--- config.mk ---
export PLATFORM = sky130hd
export DESIGN_NAME = acc_sequencer
export DESIGN_NICKNAME = d
export VERILOG_FILES = /design/src/rtl/acc_sequencer.sv
export SDC_FILE = /design/constraint.sdc
export NUM_CORES = 1
export LEC_CHECK = 0
export ABC_AREA = 0
export CORE_MARGIN = 4
export CORE_UTILIZATION = 43
export DETAILED_ROUTE_END_ITERATION = 12
export PLACE_DENSITY = 0.8
export SLEW_MARGIN = 20
export SYNTH_ARGS = -nofsm -noshare
export SYNTH_HDL_FRONTEND = slang
export SYNTH_SLANG_ARGS = --single-unit
--- constraint.sdc ---
create_clock -name clk -period 2.65 [get_ports clk]
set_input_delay 0.265 -clock clk [delete_from_list [all_inputs] [get_ports clk]]
set_output_delay 0.265 -clock clk [all_outputs]
set_load 0.005 [all_outputs]
--- src/rtl/acc_sequencer.sv ---
// Sequences accumulator load/accumulate (128 writes from source RAM) and drain (128 reads) ops.
// Command handshake via acc_status with saturating timeout; drained stream has no backpressure.
module acc_sequencer #(
  parameter int ACK_TIMEOUT = 255,
  parameter int RD_LAT      = 1
) (
  input  logic        clk,
  input  logic        reset,
  input  logic        start,
  input  logic [1:0]  op,
  output logic        busy,
  output logic        done,
  output logic        error,
  output logic [6:0]  src_addr,
  input  logic [15:0] src_data_a,
  input  logic [15:0] src_data_b,
  output logic [3:0]  acc_cmd,
  input  logic [3:0]  acc_status,
  output logic        acc_readin,
  output logic        acc_readout,
  output logic [6:0]  acc_addr_a,
  output logic [6:0]  acc_addr_b,
  output logic [15:0] acc_data_a,
  output logic [15:0] acc_data_b,
  input  logic [6:0]  acc_addr_out,
  input  logic [15:0] acc_data_a_out,
  input  logic [15:0] acc_data_b_out,
  output logic        out_valid,
  output logic [6:0]  out_addr,
  output logic [15:0] out_data_a,
  output logic [15:0] out_data_b
);

  localparam int             TW       = (ACK_TIMEOUT < 2) ? 1 : $clog2(ACK_TIMEOUT + 1);
  localparam logic [TW-1:0]  TMO_LAST = TW'(ACK_TIMEOUT - 1);
  localparam logic [7:0]     N_WORDS  = 8'd128;

  typedef enum logic [2:0] {IDLE, ACK, STREAM, DRAIN, CLOSE} state_t;

  state_t            state;
  logic [1:0]        op_q;
  logic [7:0]        cnt;
  logic [7:0]        out_cnt;
  logic [TW-1:0]     tmo;
  logic              iss;
  logic [RD_LAT-1:0] rd_pipe;
  logic              tmo_hit;

  assign tmo_hit = (tmo >= TMO_LAST);

  // Source RAM data lands the cycle after src_addr, the same cycle as the write strobe.
  assign acc_data_a = acc_readin ? src_data_a : '0;
  assign acc_data_b = acc_readin ? src_data_b : '0;

  always_ff @(posedge clk or negedge reset) begin
    if (!reset) begin
      state       <= IDLE;
      op_q        <= '0;
      cnt         <= '0;
      out_cnt     <= '0;
      tmo         <= '0;
      iss         <= 1'b0;
      rd_pipe     <= '0;
      busy        <= 1'b0;
      done        <= 1'b0;
      error       <= 1'b0;
      src_addr    <= '0;
      acc_cmd     <= '0;
      acc_readin  <= 1'b0;
      acc_readout <= 1'b0;
      acc_addr_a  <= '0;
      acc_addr_b  <= '0;
      out_valid   <= 1'b0;
      out_addr    <= '0;
      out_data_a  <= '0;
      out_data_b  <= '0;
    end else begin
      done       <= 1'b0;
      error      <= 1'b0;
      acc_readin <= 1'b0;

      rd_pipe[0] <= acc_readout;
      for (int i = 1; i < RD_LAT; i++) rd_pipe[i] <= rd_pipe[i-1];
      out_valid <= rd_pipe[RD_LAT-1];
      if (rd_pipe[RD_LAT-1]) begin
        out_addr   <= acc_addr_out;
        out_data_a <= acc_data_a_out;
        out_data_b <= acc_data_b_out;
        out_cnt    <= out_cnt + 8'd1;
      end

      case (state)
        IDLE: begin
          if (start) begin
            if (op == 2'd0) begin
              error <= 1'b1;
            end else begin
              op_q    <= op;
              acc_cmd <= {2'b00, op};
              tmo     <= '0;
              busy    <= 1'b1;
              state   <= ACK;
            end
          end
        end

        ACK: begin
          if (acc_status == acc_cmd) begin
            cnt     <= 8'd1;
            out_cnt <= '0;
            tmo     <= '0;
            if (op_q == 2'd3) begin
              acc_readout <= 1'b1;
              state       <= DRAIN;
            end else begin
              src_addr <= '0;
              iss      <= 1'b1;
              state    <= STREAM;
            end
          end else if (tmo_hit) begin
            acc_cmd <= '0;
            error   <= 1'b1;
            busy    <= 1'b0;
            state   <= IDLE;
          end else begin
            tmo <= tmo + TW'(1);
          end
        end

        STREAM: begin
          acc_readin <= iss;
          acc_addr_a <= src_addr;
          acc_addr_b <= src_addr;
          // cnt stops at 128 so the address never wraps back to 0 mid-operation.
          if (cnt < N_WORDS) begin
            src_addr <= cnt[6:0];
            cnt      <= cnt + 8'd1;
          end else begin
            iss      <= 1'b0;
            src_addr <= '0;
          end
          if (acc_readin && acc_addr_a == 7'd127) begin
            acc_cmd <= '0;
            tmo     <= '0;
            state   <= CLOSE;
          end
        end

        DRAIN: begin
          if (acc_readout) begin
            if (cnt == N_WORDS) acc_readout <= 1'b0;
            else                cnt         <= cnt + 8'd1;
          end
          if (out_valid && out_cnt == N_WORDS) begin
            acc_cmd <= '0;
            tmo     <= '0;
            state   <= CLOSE;
          end
        end

        CLOSE: begin
          if (acc_status == 4'd0) begin
            done  <= 1'b1;
            busy  <= 1'b0;
            state <= IDLE;
          end else if (tmo_hit) begin
            error <= 1'b1;
            busy  <= 1'b0;
            state <= IDLE;
          end else begin
            tmo <= tmo + TW'(1);
          end
        end

        default: begin
          busy  <= 1'b0;
          state <= IDLE;
        end
      endcase
    end
  end

endmodule

# After elaboration in Yosys (flattened, before gate mapping)
# Index checks and enable logic that the tools add are counted.
[totals]
ff_bits = 94
input_bits = 80
out_inout_bits = 102
wordCells = 131
[op_classes]
n_addsub = 3
order_cmp = 2
n_eq_ne = 23
mux = 62
bitwise_logic = 2
n_reduce_logical = 20
[op_table]
columns = ["operator", "n"]
rows = [
  ["$mux 8", 14],
  ["$pmux 8 s5", 1],
  ["$mux 16", 2],
  ["$ne 2x2->1 const B", 14],
  ["$add 8x1->8 const B", 3],
  ["$mux 4", 6],
  ["$pmux 8 s3", 1],
  ["$mux 1", 21],
  ["$mux 3", 7],
  ["$mux 7", 3],
  ["$eq 8x8->1 const B", 2],
  ["$pmux 4 s4", 1],
  ["$pmux 3 s5", 1],
  ["$pmux 7 s2", 1],
  ["$reduce_and 4->1", 3],
  ["$reduce_and 3->1", 3],
  ["$ge 8x8->1 const B", 1],
  ["$lt 8x8->1 const B", 1],
  ["$eq 7x7->1 const B", 1],
  ["$reduce_and 7->1", 1],
  ["$eq 3x2->1 const B", 2],
  ["$reduce_and 6->1", 1],
  ["$reduce_and 5->1", 1],
  ["$reduce_bool 5->1", 1],
  ["16 further kinds", 20],
]

# Depth between registers and ports, before layout
[depth]
depth_word = 4
depth_mapped = 8
ltp_nobuf = 7

# Least setup slack after synthesis
# No wires, ideal clock.
[synth_timing]
path_type = "reg-to-reg"
start = "reg cnt[0]"
end = "reg cnt[4]"
setup_time_ps = 69
arrival_time_ps = 1852
required_time_ps = 2581
slack_ps = 729
path_stages_with_launch = 9
path_buffers = 1
synth_period_minus_slack_ps = 1921
path_cell_list = "dfrtp_1 inv_1 ha_1 and3b_1 a211oi_1 o21ai_1 buf_2 or4_1 nand3_1"
[synth_via]
elab_chain_len = 4
word_cells_on_any_way = 10
cone_classes = "add/sub (1); order compare (1); eq/ne (3); mux (4); reduce/logical (1)"
[synth_rtl]
columns = ["item", "line_no", "text"]
rows = [
  ["start, declared", "42", "logic [7:0] cnt;"],
  ["start signal, assigned", "137", "cnt <= cnt + 8'd1;"],
  ["start signal, assigned", "152", "else cnt <= cnt + 8'd1;"],
  ["$add 8x1->8", "137, 152", ""],
  ["$mux 8", "151", "if (cnt == N_WORDS) acc_readout <= 1'b0;"],
  ["$mux 8", "150", "if (acc_readout) begin"],
  ["$pmux 8 s3", "92", "case (state)"],
]
# Parallel ways exist; a longest one is shown, timed or not. The select of a mux whose other input is x is not followed.
# A chain may end at the register's enable or synchronous reset.

# Final worst setup path
[layout_timing]
start = "reg cnt[0]"
end = "reg cnt[3]"
# Same word-level chain as after synthesis.

==> impl_metrics.ini <==
[timing]
relSlewSlack = 0.484
finalSetupViolCount = 0
hold_violations = 0
fmax_mhz = 445
final_max_slew_viol_count = 0
hold_slack_ps = 410
finalSetupTns_ps = 0
post-route-period-util = 0.848
skew_ps = 14.8
max_slew.worst_pin.slew_ps = 768
rsz0062_at_grt = no
worst_slack_ps = 403
period_needed_ps = 2250

[worst_setup_path]
critPathRequiredTime_ps = 2950
cp-endpoint = cnt[3]
crit_path_end_kind = register
path_class = register to register
cp-startpoint = cnt[0]
crit_path_top_delay_cell = or4_1
reg2reg_depth = 7
r2r_setup_slack_ps = 400
critPathLaunchType = register
worstReg2RegStart = cnt[0]
critPathArrivalTime_ps = 2540
slowest_delay_ps = 540
critical_path.max_fanout = 11
critical_path.cell_chain = inv_1, ha_1, and3b_1, a211oi_1, o21ai_1, or4_1, nand3_1
rr_endpoint = cnt[3]

[synthesis]
synth.ff_latch_count = 92
synth_top_family_by_area = simple AND/OR/NAND/NOR gates
synthDistinctLibCells = 58
synthXorXnorAreaFrac = 0.0177
synthTopCellsByArea = dfrtp_1 52%, mux2_2 12%, and2_1 4.6%, o21ai_0 2.0%, a22o_1 1.8%
avgSynthCellArea_um2 = 11.2
synthFlopType = dfrtp_1
synth_mux_area_frac = 0.130
yosys_warnings = 0
synth_top_area_frac = 0.516
seq_area_frac_synth = 0.516
synthSimpleGateAreaFrac = 0.171
synthArstFlopShare = 1.00
synth-edff-count = 0
yosys.area_share.adder = 0.0168
syn_area_um2 = 4470
synth_area_leader_cell = dfrtp_1
syn_inst = 400
synth_compound_area_frac = 0.0975

[layout]
num_antenna_cells = 0
nets = 660
final_cell_mix = 178 x clkdlybuf4s50_1, 91 x dfrtp_1, 47 x mux2_2
stdcell_area_um2 = 6550
layout_commonest_cell = clkdlybuf4s50_1
drive_above_1_share = 0.157
area_growth_pct = 46.7

[clock_tree]
cts-buffers-inserted = 9
ctsLongestPathBuffers = 2
ctsResizeCount = 0
cts_tree = yes
root_buffer = clkbuf_8
clk_latency_ps = 360
post_cts_buffers = 0
path_clk_slew_ps = 90
cts.sinks = 92
htree_levels = 3

[route]
drtIter0Drc = 94
vias_per_cell = 5.11
finalWirelength_um = 11400
detail_route.drc_violations = 0
drt_pass1_iterations = 4
drtAntennaViolNets = 0
drt-wirelength-per-cell_um = 16.1
vias = 3636

[hold_path]
hp-class = primary input to asynchronous set/reset pin

[floorplan]
die_w_um = 110
initial_utilization = 0.449
coreArea_um2 = 9950
fp-row-count = 36
dieArea_um2 = 12100
fp.dieH_um = 110
io_pins = 182

[global_route]
track_usage = 0.197
first_global_vias = 3831
gr-total-overflow = 0
antenna_found_initial = 0
grt_max_degree = 45
grt_pass1_wl_um = 18800

[place]
gp_congestion = 0.829
port_buffers = 179
place_ws_ps = 225
dpl_cell_area_um2 = 6340
hpwl_um = 8870

[power]
p_leak_nw = 2.86
powerDensity_nw_per_um2 = 387
max-vdd-ir-drop_mv = 0.267

[run]
maxCapViolations = 0

[status]
status = completed
[cell families after synthesis]
| family | count (synthesis) |
|---|---|
| fa+ha+maj | 6 |
| simple gates | 134 |
| flops | 92 |
| buf+inv | 44 |
| xor+xnor | 9 |
| mux | 52 |
| compound gates | 62 |
| other cells | 1 |
[state kept, by name (all words and copies together), names as in the netlist]
signal	cells
out_data_a	16
out_data_b	16
cnt	8
out_cnt	8
tmo	8
acc_addr_b	7
out_addr	7
src_addr	7
state	3
acc_cmd	2
op_q	2
acc_readin	1
acc_readout	1
busy	1
done	1
error	1
iss	1
out_valid	1
rd_pipe	1
[timing repair]
item / 4_1_cts / 5_1_grt
hold buffers: 1 / 0
endpoints found under the hold margin: 36 / 0
endpoints found under the setup margin: 0 / 0
[metrics by stage]
step | instances | utilization | power [W]
floorplan | 401 | - | 0.00145
global placement | 695 | 0.637 | 0.00160
detailed placement | 695 | 0.637 | 0.00161
CTS | 712 | 0.658 | 0.00257
global route | 712 | 0.658 | 0.00264
finish | 712 | 0.658 | 0.00253
[where the power goes]
group	total (W)	switching, W	leakage, nW	internal (W)
Sequential	0.00141	0.00000450	1.17	0.00141
Combinational	0.000164	0.0000520	1.59	0.000112
Clock	0.000956	0.000490	0.0999	0.000466
Total	0.00253	0.000547	2.86	0.00199
[critical path: cells and delay by family (launching register included)]
| family | cells | cell delay [ps] |
|---|---|---|
| AOI/OAI and AO/OA | 2 | 670 |
| adders and majority gates | 1 | 190 |
| buffers and inverters | 1 | 70 |
| DFF | 1 | 430 |
| and+or+nand+nor | 3 | 840 |
[synthesized netlist by cell type, types with 2 or more instances]
cell / n
a211oi_1: 3
a21oi_1: 12
a22o_1: 9
a32o_1: 3
and2_1: 33
and3_1: 2
buf_2: 3
buf_4: 9
buf_6: 2
clkbuf_1: 14
dfrtp_1: 92
ha_1: 6
inv_1: 15
mux2_2: 47
mux2i_1: 5
nand2_1: 21
nand2b_1: 2
nand3_1: 12
nand4_1: 5
nor2_1: 21
nor2b_1: 2
nor3_1: 6
nor4_1: 5
o21ai_0: 18
o21ai_1: 2
o32a_1: 2
or2_2: 6
or3_1: 4
or4_1: 3
xnor2_1: 2
xor2_1: 7
[cell type report]
| type | instances | area [µm²] |
|---|---|---|
| clock inverters | 5 | 60.1 |
| clock buffers | 11 | 141 |
| flip-flops and latches | 92 | 2300 |
| well taps | 133 | 166 |
| inverters | 15 | 56.3 |
| fillers | 779 | 3410 |
| repair buffers | 191 | 1880 |
| multi-input cells | 265 | 1940 |
[per-layer routing]
layer / GRT usage / wire length [µm] / vias up
met5: 0 / 0 / -
met4: 0.0561 / 133 / 0
met2: 0.329 / 5850 / 122
li1: - / - / 1740
met1: 0.238 / 4550 / 1757
met3: 0.0757 / 908 / 17
[how the worst min path moves through the flow]
| stage | endpoint | slack, ps | depth (start not counted) |
|---|---|---|---|
| 2_1_floorplan | acc_addr_b[0] | -30 | 0 |
| 3_3_place_gp | src_addr[1] | 260 | 1 |
| 3_5_place_dp | src_addr[1] | 260 | 1 |
| 4_1_cts | src_addr[1] | 420 | 2 |
| 5_1_grt | src_addr[1] | 440 | 2 |
| 6_report | src_addr[1] | 410 | 2 |
Power figures use the tool's default switching activity.
